==> src/rtl/fetch_queue_pkg.sv <==
// Shared types and constants for the instruction fetch queue.
package fetch_queue_pkg;
  localparam logic [31:0] NOP_INSTR = 32'h0000_0000;
  localparam logic [31:0] PC_STEP   = 32'd4;

  typedef struct packed {
    logic [31:0] pc;
    logic [31:0] instr;
  } entry_t;
endpackage

==> src/rtl/fetch_queue_ram.sv <==
// DEPTH-entry (PC, instruction) storage: synchronous write, combinational read.
module fetch_queue_ram
  import fetch_queue_pkg::*;
#(
  parameter int DEPTH = 4,
  parameter int AW    = $clog2(DEPTH)
) (
  input  logic          clk,
  input  logic          we,
  input  logic [AW-1:0] waddr,
  input  entry_t        wdata,
  input  logic [AW-1:0] raddr,
  output entry_t        rdata
);
  entry_t mem [DEPTH];

  always_ff @(posedge clk) begin
    if (we) mem[waddr] <= wdata;
  end

  assign rdata = mem[raddr];
endmodule

==> src/rtl/fetch_queue.sv <==
// In-order fetch queue between PC stage and decode with one-cycle branch flush.
// Optional FETCHQ_SEQ_CHECK_EN adds a sticky non-sequential-PC detector.
module fetch_queue
  import fetch_queue_pkg::*;
#(
  parameter int DEPTH = 4
) (
  input  logic                     clk,
  input  logic                     rst,
  input  logic                     f_valid,
  output logic                     f_ready,
  input  logic [31:0]              f_pc,
  input  logic [31:0]              f_instr,
  input  logic                     flush,
  output logic                     d_valid,
  input  logic                     d_ready,
  output logic [31:0]              d_pc,
  output logic [31:0]              d_pc4,
  output logic [31:0]              d_instr,
  output logic [$clog2(DEPTH):0]   count,
  output logic                     seq_err
);
  localparam int AW = $clog2(DEPTH);
  localparam int CW = AW + 1;

  logic [AW-1:0] wr_ptr, rd_ptr;
  logic          push, pop;
  entry_t        head;

  // f_ready depends only on registered count and flush, never on f_valid/d_ready.
  assign f_ready = (count < CW'(DEPTH)) && !flush;
  assign d_valid = (count != '0);
  assign push    = f_valid && f_ready;
  assign pop     = d_valid && d_ready;

  fetch_queue_ram #(.DEPTH(DEPTH), .AW(AW)) u_ram (
    .clk   (clk),
    .we    (push),
    .waddr (wr_ptr),
    .wdata ('{pc: f_pc, instr: f_instr}),
    .raddr (rd_ptr),
    .rdata (head)
  );

  always_ff @(posedge clk) begin
    if (rst || flush) begin
      wr_ptr <= '0;
      rd_ptr <= '0;
      count  <= '0;
    end else begin
      if (push) wr_ptr <= wr_ptr + 1'b1;
      if (pop)  rd_ptr <= rd_ptr + 1'b1;
      case ({push, pop})
        2'b10:   count <= count + 1'b1;
        2'b01:   count <= count - 1'b1;
        default: count <= count;
      endcase
    end
  end

  // Stale storage is masked so an empty queue presents a NOP at PC 0.
  assign d_pc    = d_valid ? head.pc    : 32'h0;
  assign d_instr = d_valid ? head.instr : NOP_INSTR;
  assign d_pc4   = d_pc + PC_STEP;

`ifdef FETCHQ_SEQ_CHECK_EN
  logic [31:0] expected_pc;
  logic        armed;

  // First push after reset or flush only seeds expected_pc.
  always_ff @(posedge clk) begin
    if (rst) begin
      expected_pc <= '0;
      armed       <= 1'b0;
      seq_err     <= 1'b0;
    end else if (flush) begin
      armed <= 1'b0;
    end else if (push) begin
      if (armed && f_pc != expected_pc) seq_err <= 1'b1;
      expected_pc <= f_pc + PC_STEP;
      armed       <= 1'b1;
    end
  end
`else
  assign seq_err = 1'b0;
`endif
endmodule
==> config.mk <==
export PLATFORM = sky130hd
export DESIGN_NAME = fetch_queue
export DESIGN_NICKNAME = d
export VERILOG_FILES = /design/src/rtl/fetch_queue_pkg.sv /design/src/rtl/fetch_queue_ram.sv /design/src/rtl/fetch_queue.sv
export SDC_FILE = /design/constraint.sdc
export NUM_CORES = 1
export LEC_CHECK = 0
export ABC_AREA = 1
export BUFFER_PORTS_ARGS = -buffer_cell sky130_fd_sc_hd__clkbuf_2
export CAP_MARGIN = 10
export CORE_ASPECT_RATIO = 0.7
export CORE_MARGIN = 5
export CORE_UTILIZATION = 50
export CTS_BUF_LIST = sky130_fd_sc_hd__clkbuf_4 sky130_fd_sc_hd__clkbuf_8
export DETAILED_ROUTE_END_ITERATION = 10
export PLACE_DENSITY = 0.82
export SYNTH_ARGS = -nofsm -noshare
export SYNTH_HDL_FRONTEND = slang
export SYNTH_SLANG_ARGS = --single-unit
==> constraint.sdc <==
create_clock -name clk -period 4.3 [get_ports clk]
set_clock_uncertainty 0.05 [all_clocks]
set_input_delay 0.43 -clock clk [delete_from_list [all_inputs] [get_ports clk]]
set_output_delay 0.43 -clock clk [all_outputs]
set_load 0.03 [all_outputs]
* Yosys cells after proc, flatten, opt, wreduce, memory -nomap -nowiden *
Memories as Yosys holds them, arrays and structs flattened. A register that Yosys moved wholly into a read port is not among the register bits.
Cells that the tools add are included.

word-level totals
  output and inout bits = 102
  memories kept = 1
  register bits = 7
  input port bits = 69
  word-level logic and storage cells = 26
  RAM bits = 256

operators by class
  add/subtract/negate cells = 5
  mux-type cells = 7
  $lt $le $gt $ge = 1
  equal/unequal tests = 2
  reductions and logical operators = 7

memories
  name       words  bits a word  read ports  clocked after Yosys merged registers in  wr ports  RTL line               RTL
  u_ram.mem  4      64           1           1                                        1         fetch_queue_ram.sv:15  entry_t mem [DEPTH];

operator list
  cell                                                                    number
  32-bit two-way mux                                                      2
  32-bit by 3-bit adder with 32-bit output (second input constant)        1
  3-bit case mux with 2 select lines                                      1
  2-bit by 1-bit adder with 2-bit output (second input constant)          2
  2-bit two-way mux                                                       2
  3-bit by 1-bit adder with 3-bit output (second input constant)          1
  1-bit logical AND                                                       3
  3-bit less-than comparator (second input constant)                      1
  3-bit nonzero test                                                      1
  3-bit by 1-bit subtractor with 3-bit output (second input constant)     1
  2-bit by 1-bit equality test with 1-bit output (second input constant)  1
  2-bit equality test (second input constant)                             1
  1-bit two-way mux                                                       2
  2-bit nonzero test                                                      1
  1-bit logical NOT                                                       1
  1-bit logical OR                                                        1

* Depth between registers and ports, before layout *
  depth after elaboration = 5
  mapped depth = 16
  gate-level depth less buffers = 14

* Hierarchy *
Synthesis repeated with hierarchy kept, for this count alone.

second synthesis, totals
  cells, all modules = 1372
  area, all modules = 12473.2 um2

modules (own cells, without submodules)
  module           area each (um2)  times used  sequential area each (um2)  cells an instance
  fetch_queue_ram  10761.6          1           7687.4                      1010
  fetch_queue      1711.6           1           140.1                       362

* Worst setup path before layout *
Ideal clock, no wire load.

  kind = reg2reg
  start = register count[2]
  end = memory u_ram.mem[0][0] (netlist name), enable pin
  setup time = 487 ps
  arrival = 3948 ps
  stages on the path, launching flop included = 4
  buffers on the path = 0
  slack = -185 ps
  period minus slack after synthesis = 4485 ps
  data required time = 3763 ps
  cells stage by stage = dfxtp_1 > nor2_1 > nand2_1 > nor2_1

on the way
  word-level cells in the longest chain between the ends = 5

ends and longest elaborated chain
  what                                     RTL line               RTL
  start: declaration                       fetch_queue.sv:20      output logic [$clog2(DEPTH):0] count,
  start signal: assignment                 fetch_queue.sv:54      2'b10: count <= count + 1'b1;
  start signal: assignment                 fetch_queue.sv:55      2'b01: count <= count - 1'b1;
  start signal: assignment                 fetch_queue.sv:56      default: count <= count;
  3-bit less-than comparator               fetch_queue.sv:31      assign f_ready = (count < CW'(DEPTH)) && !flush;
  1-bit logical AND                        fetch_queue.sv:31
  via f_ready                              fetch_queue.sv:11      output logic f_ready,
  1-bit logical AND                        fetch_queue.sv:33      assign push = f_valid && f_ready;
  1-bit two-way mux                        fetch_queue_ram.sv:18  if (we) mem[waddr] <= wdata;
  1-bit two-way mux (not written as such)  fetch_queue_ram.sv:18
  end: declaration                         fetch_queue_ram.sv:15

The timed path passes the listed nets, and every way through them passes these cells.

==> run_results.csv <==
group,metric,value,unit
status,status,"finished, final reports clean",
grt,antenna_found_initial,4,
setup_path,cp.arrival,3330,ps
logic_synthesis,synthAdderAreaFrac,0.791,%
logic_synthesis,netlist_area,12000,sq um
sta,fmax,0.263,GHz
power_and_ir_drop,finalPower,5.37,mW
sta,fin_crit,3810,ps
place,dpl_cell_area,13000,sq um
logic_synthesis,yosys.area_share.simple,22.0,%
power_and_ir_drop,switching_share,24.7,%
power_and_ir_drop,ir_drop,0.000240,V
routing,wl_met3,2510,microns
grt,grt_first_pass_wirelength,46600,microns
floorplan,io_pins,171,
layout,fin_area,13800,sq um
logic_synthesis,synth-edff-count,256,
cts,cts_made_buffers,41,
setup_path,crit_path_max_fanout,60,
logic_synthesis,synthXorXnorAreaFrac,0.947,%
routing,wl_met1,12700,microns
floorplan,die_height,140,microns
routing,via_count,8818,
cts,cts.sinks,265,
floorplan,num_rows,47,
logic_synthesis,netlist_top_cells_count,"286 x nand2_1, 256 x edfxtp_1, 206 x nor2_1, 80 x inv_1, 74 x o21ai_0",
sta,hold_ws,51.6,ps
logic_synthesis,async_flop_share,0,%
cts,clkTransAtPathRegs,70,ps
routing,wl_per_cell,17.3,microns
setup_path,reg2reg_depth,12,
power_and_ir_drop,pwr-share-comb,9.5,%
grt,grt_pass1_vias,8650,
logic_synthesis,yosysWarnings,0,
layout,areaGrowthSynthToFinish,14.8,%
power_and_ir_drop,internal-power,4.04,mW
place,post-place-ws,1050,ps
routing,routed_wl,29200,microns
grt,grt_usage,21.5,%
floorplan,die-area,27300,sq um
power_and_ir_drop,p_per_area,389,nW/um^2
min_path,holdPathStages,1,
sta,worst_pin_slew,1040,ps
place,dp.final_hpwl,18400,microns
sta,setup_slack,491,ps
cts,tritoncts,"yes",
logic_synthesis,synthCells,1169,
logic_synthesis,synth-compound-area-share,5.17,%
sta,rsz0062_at_grt,"false",
grt,grt_max_degree,128,
grt,overflow,0,
logic_synthesis,synth_area_leader_cell,"edfxtp_1",
cts,htreeDepth,2,
min_path,worst_hold_path_type,"input pin to flop",
cts,clk_path_buf_depth,3,
place,io_buffer_count,169,
routing,maxUsedRoutingLayer,"met5",
floorplan,die_w,195,microns
floorplan,core,23600,sq um
routing,dr.pass1.iters,7,
power_and_ir_drop,switchingPower,1.33,mW
floorplan,initial_core_util,50.9,%
layout,layout-drive-gt1-share,22.2,%
sta,drv_slew,0,
setup_path,worstSetupPathType,"flop to primary output",
power_and_ir_drop,p_seq_share,53.8,%
place,place_congestion,0.919,
logic_synthesis,ys_ff_latch,265,
routing,avgViaCountPerCell,5.23,
cts,cts-hold-fix-buffers,0,
flow_run,maxCapViolCount,0,
logic_synthesis,synth_mux_area_share,0,%
cts,ctsResizeCount,0,
cts,cts_root_buf,"clkbuf_8",
routing,routed-wl-met2,13200,microns
power_and_ir_drop,pwr-share-clk,36.7,%
logic_synthesis,ys_seq_area_share,65.4,%
layout,final_nets,1411,
logic_synthesis,synth-main-ff-cell,"edfxtp_1",
min_path,hold_start,"f_pc[19]",
sta,period_share,88.6,%
logic_synthesis,avgSynthCellArea,10.3,sq um
logic_synthesis,synth_nets,1245,
layout,fill_cells,1970,
logic_synthesis,ys_top_cells_by_area,"edfxtp_1 64%, nand2_1 8.9%, nor2_1 6.4%",
sta,setup_viol,0,
setup_path,end_kind,"primary output",
power_and_ir_drop,p_leak,5.53,nW
cts,clock_latency,540,ps
routing,drc_errors,0,
logic_synthesis,synth_top_area_share,63.9,%
sta,hold_violations,0,
routing,ant_nets,0,
setup_path,worstReg2RegStart,"count[0]",
logic_synthesis,yosysMostFrequentCell,"nand2_1",
setup_path,cp-start-kind,"flop",
logic_synthesis,yosysUniqueCellTypes,34,
sta,relSlewSlack,30.5,%
routing,drt_iter0_drc,761,
logic_synthesis,synth_top_family_by_area,"simple AND/OR/NAND/NOR gates",
cts,post_cts.repair.setup_buffers,0,
setup_path,required,3820,ps
[flip-flops by register name, summed over array words and instances, names as in the netlist, named ones only]
name	count
wr_ptr	2
rd_ptr	2
count	3
u_ram.mem	256
[placed cells by master, fill, tap and decap left out, drive strengths merged]
cell type  synthesis  routed
a21oi             41      41
nor3b              3       3
dfxtp              9       9
fa                 1       1
o21ai             75      75
conb               1       1
nand3b             1       1
o21a               1       1
ha                 6       6
edfxtp           256     256
xor2              13      13
a211oi             2       2
buf               46       9
nor2             236     236
clkbuf             9     225
nand4              7       7
diode              0       1
o21bai             1       1
nand2            295     295
or2                1       1
clkinvlp           0       1
inv               89      91
nand3             76      76
clkinv             0      16
[power by group through the flow]
stage | sequential [mW] | clock [mW] | combinational (mW)
2_1_floorplan | 2.95 | 0 | 0.331
3_3_place_gp | 2.94 | 0 | 0.504
3_5_place_dp | 2.94 | 0 | 0.511
4_1_cts | 2.89 | 2.02 | 0.513
5_1_grt | 2.89 | 2.17 | 0.557
6_report | 2.89 | 1.97 | 0.510
[logic make-up after synthesis]
kind of cell	Yosys count
fa+ha+maj	7
compound gates	120
simple gates	619
buf+inv	144
flops	265
xor+xnor	13
other cells	1
[metrics by stage]
step                      std cells  setup TNS [ps]  util (%)
after global placement         1610               0      55.1
after floorplan                1169          -47320         -
after global routing           1686               0      58.4
final                          1686               0      58.4
after CTS                      1685               0      58.4
after detailed placement       1610               0      55.1
[path summary, 6_finish.rpt]
path	endpoint	slack (ps)
worst max-delay path	d_pc4[18]	490
worst min-delay path	u_ram.mem[1][51]	50
worst max register to register	count[2]	1770
worst min register to register	count[1]	500
[worst max-delay path, stage by stage (launching register included)]
cell	delay, ps
dfxtp_4	380
buf_4	520
nor2_1	110
nor2_1	110
o21ai_0	100
nand2_1	140
nand2_2	100
inv_1	110
ha_1	240
nand2_2	90
nor2_4	170
inv_2	90
nor2_4	170
nand2_1	90
xor2_1	130
clkbuf_2	220
[per-layer routing]
metal / up-vias / GRT usage (%)
met2: 353 / 33.0
met1: 4171 / 30.3
li1: 4231 / -
met4: 6 / 7.38
met3: 57 / 5.05
met5: - / 0
[area by class of cell]
class / count / area (sq um) / area share [%]
clock inverter: 19 / 91.3 / 0.661
inverter: 89 / 344 / 2.49
clock buffer: 56 / 683 / 4.95
multi-input combinational: 760 / 3510 / 25.4
timing repair buffer: 178 / 913 / 6.61
antenna: 1 / 2.50 / 0.0181
tap: 318 / 398 / 2.88
sequential: 265 / 7870 / 57.0
No activity file was read; power rests on OpenSTA's default activity.
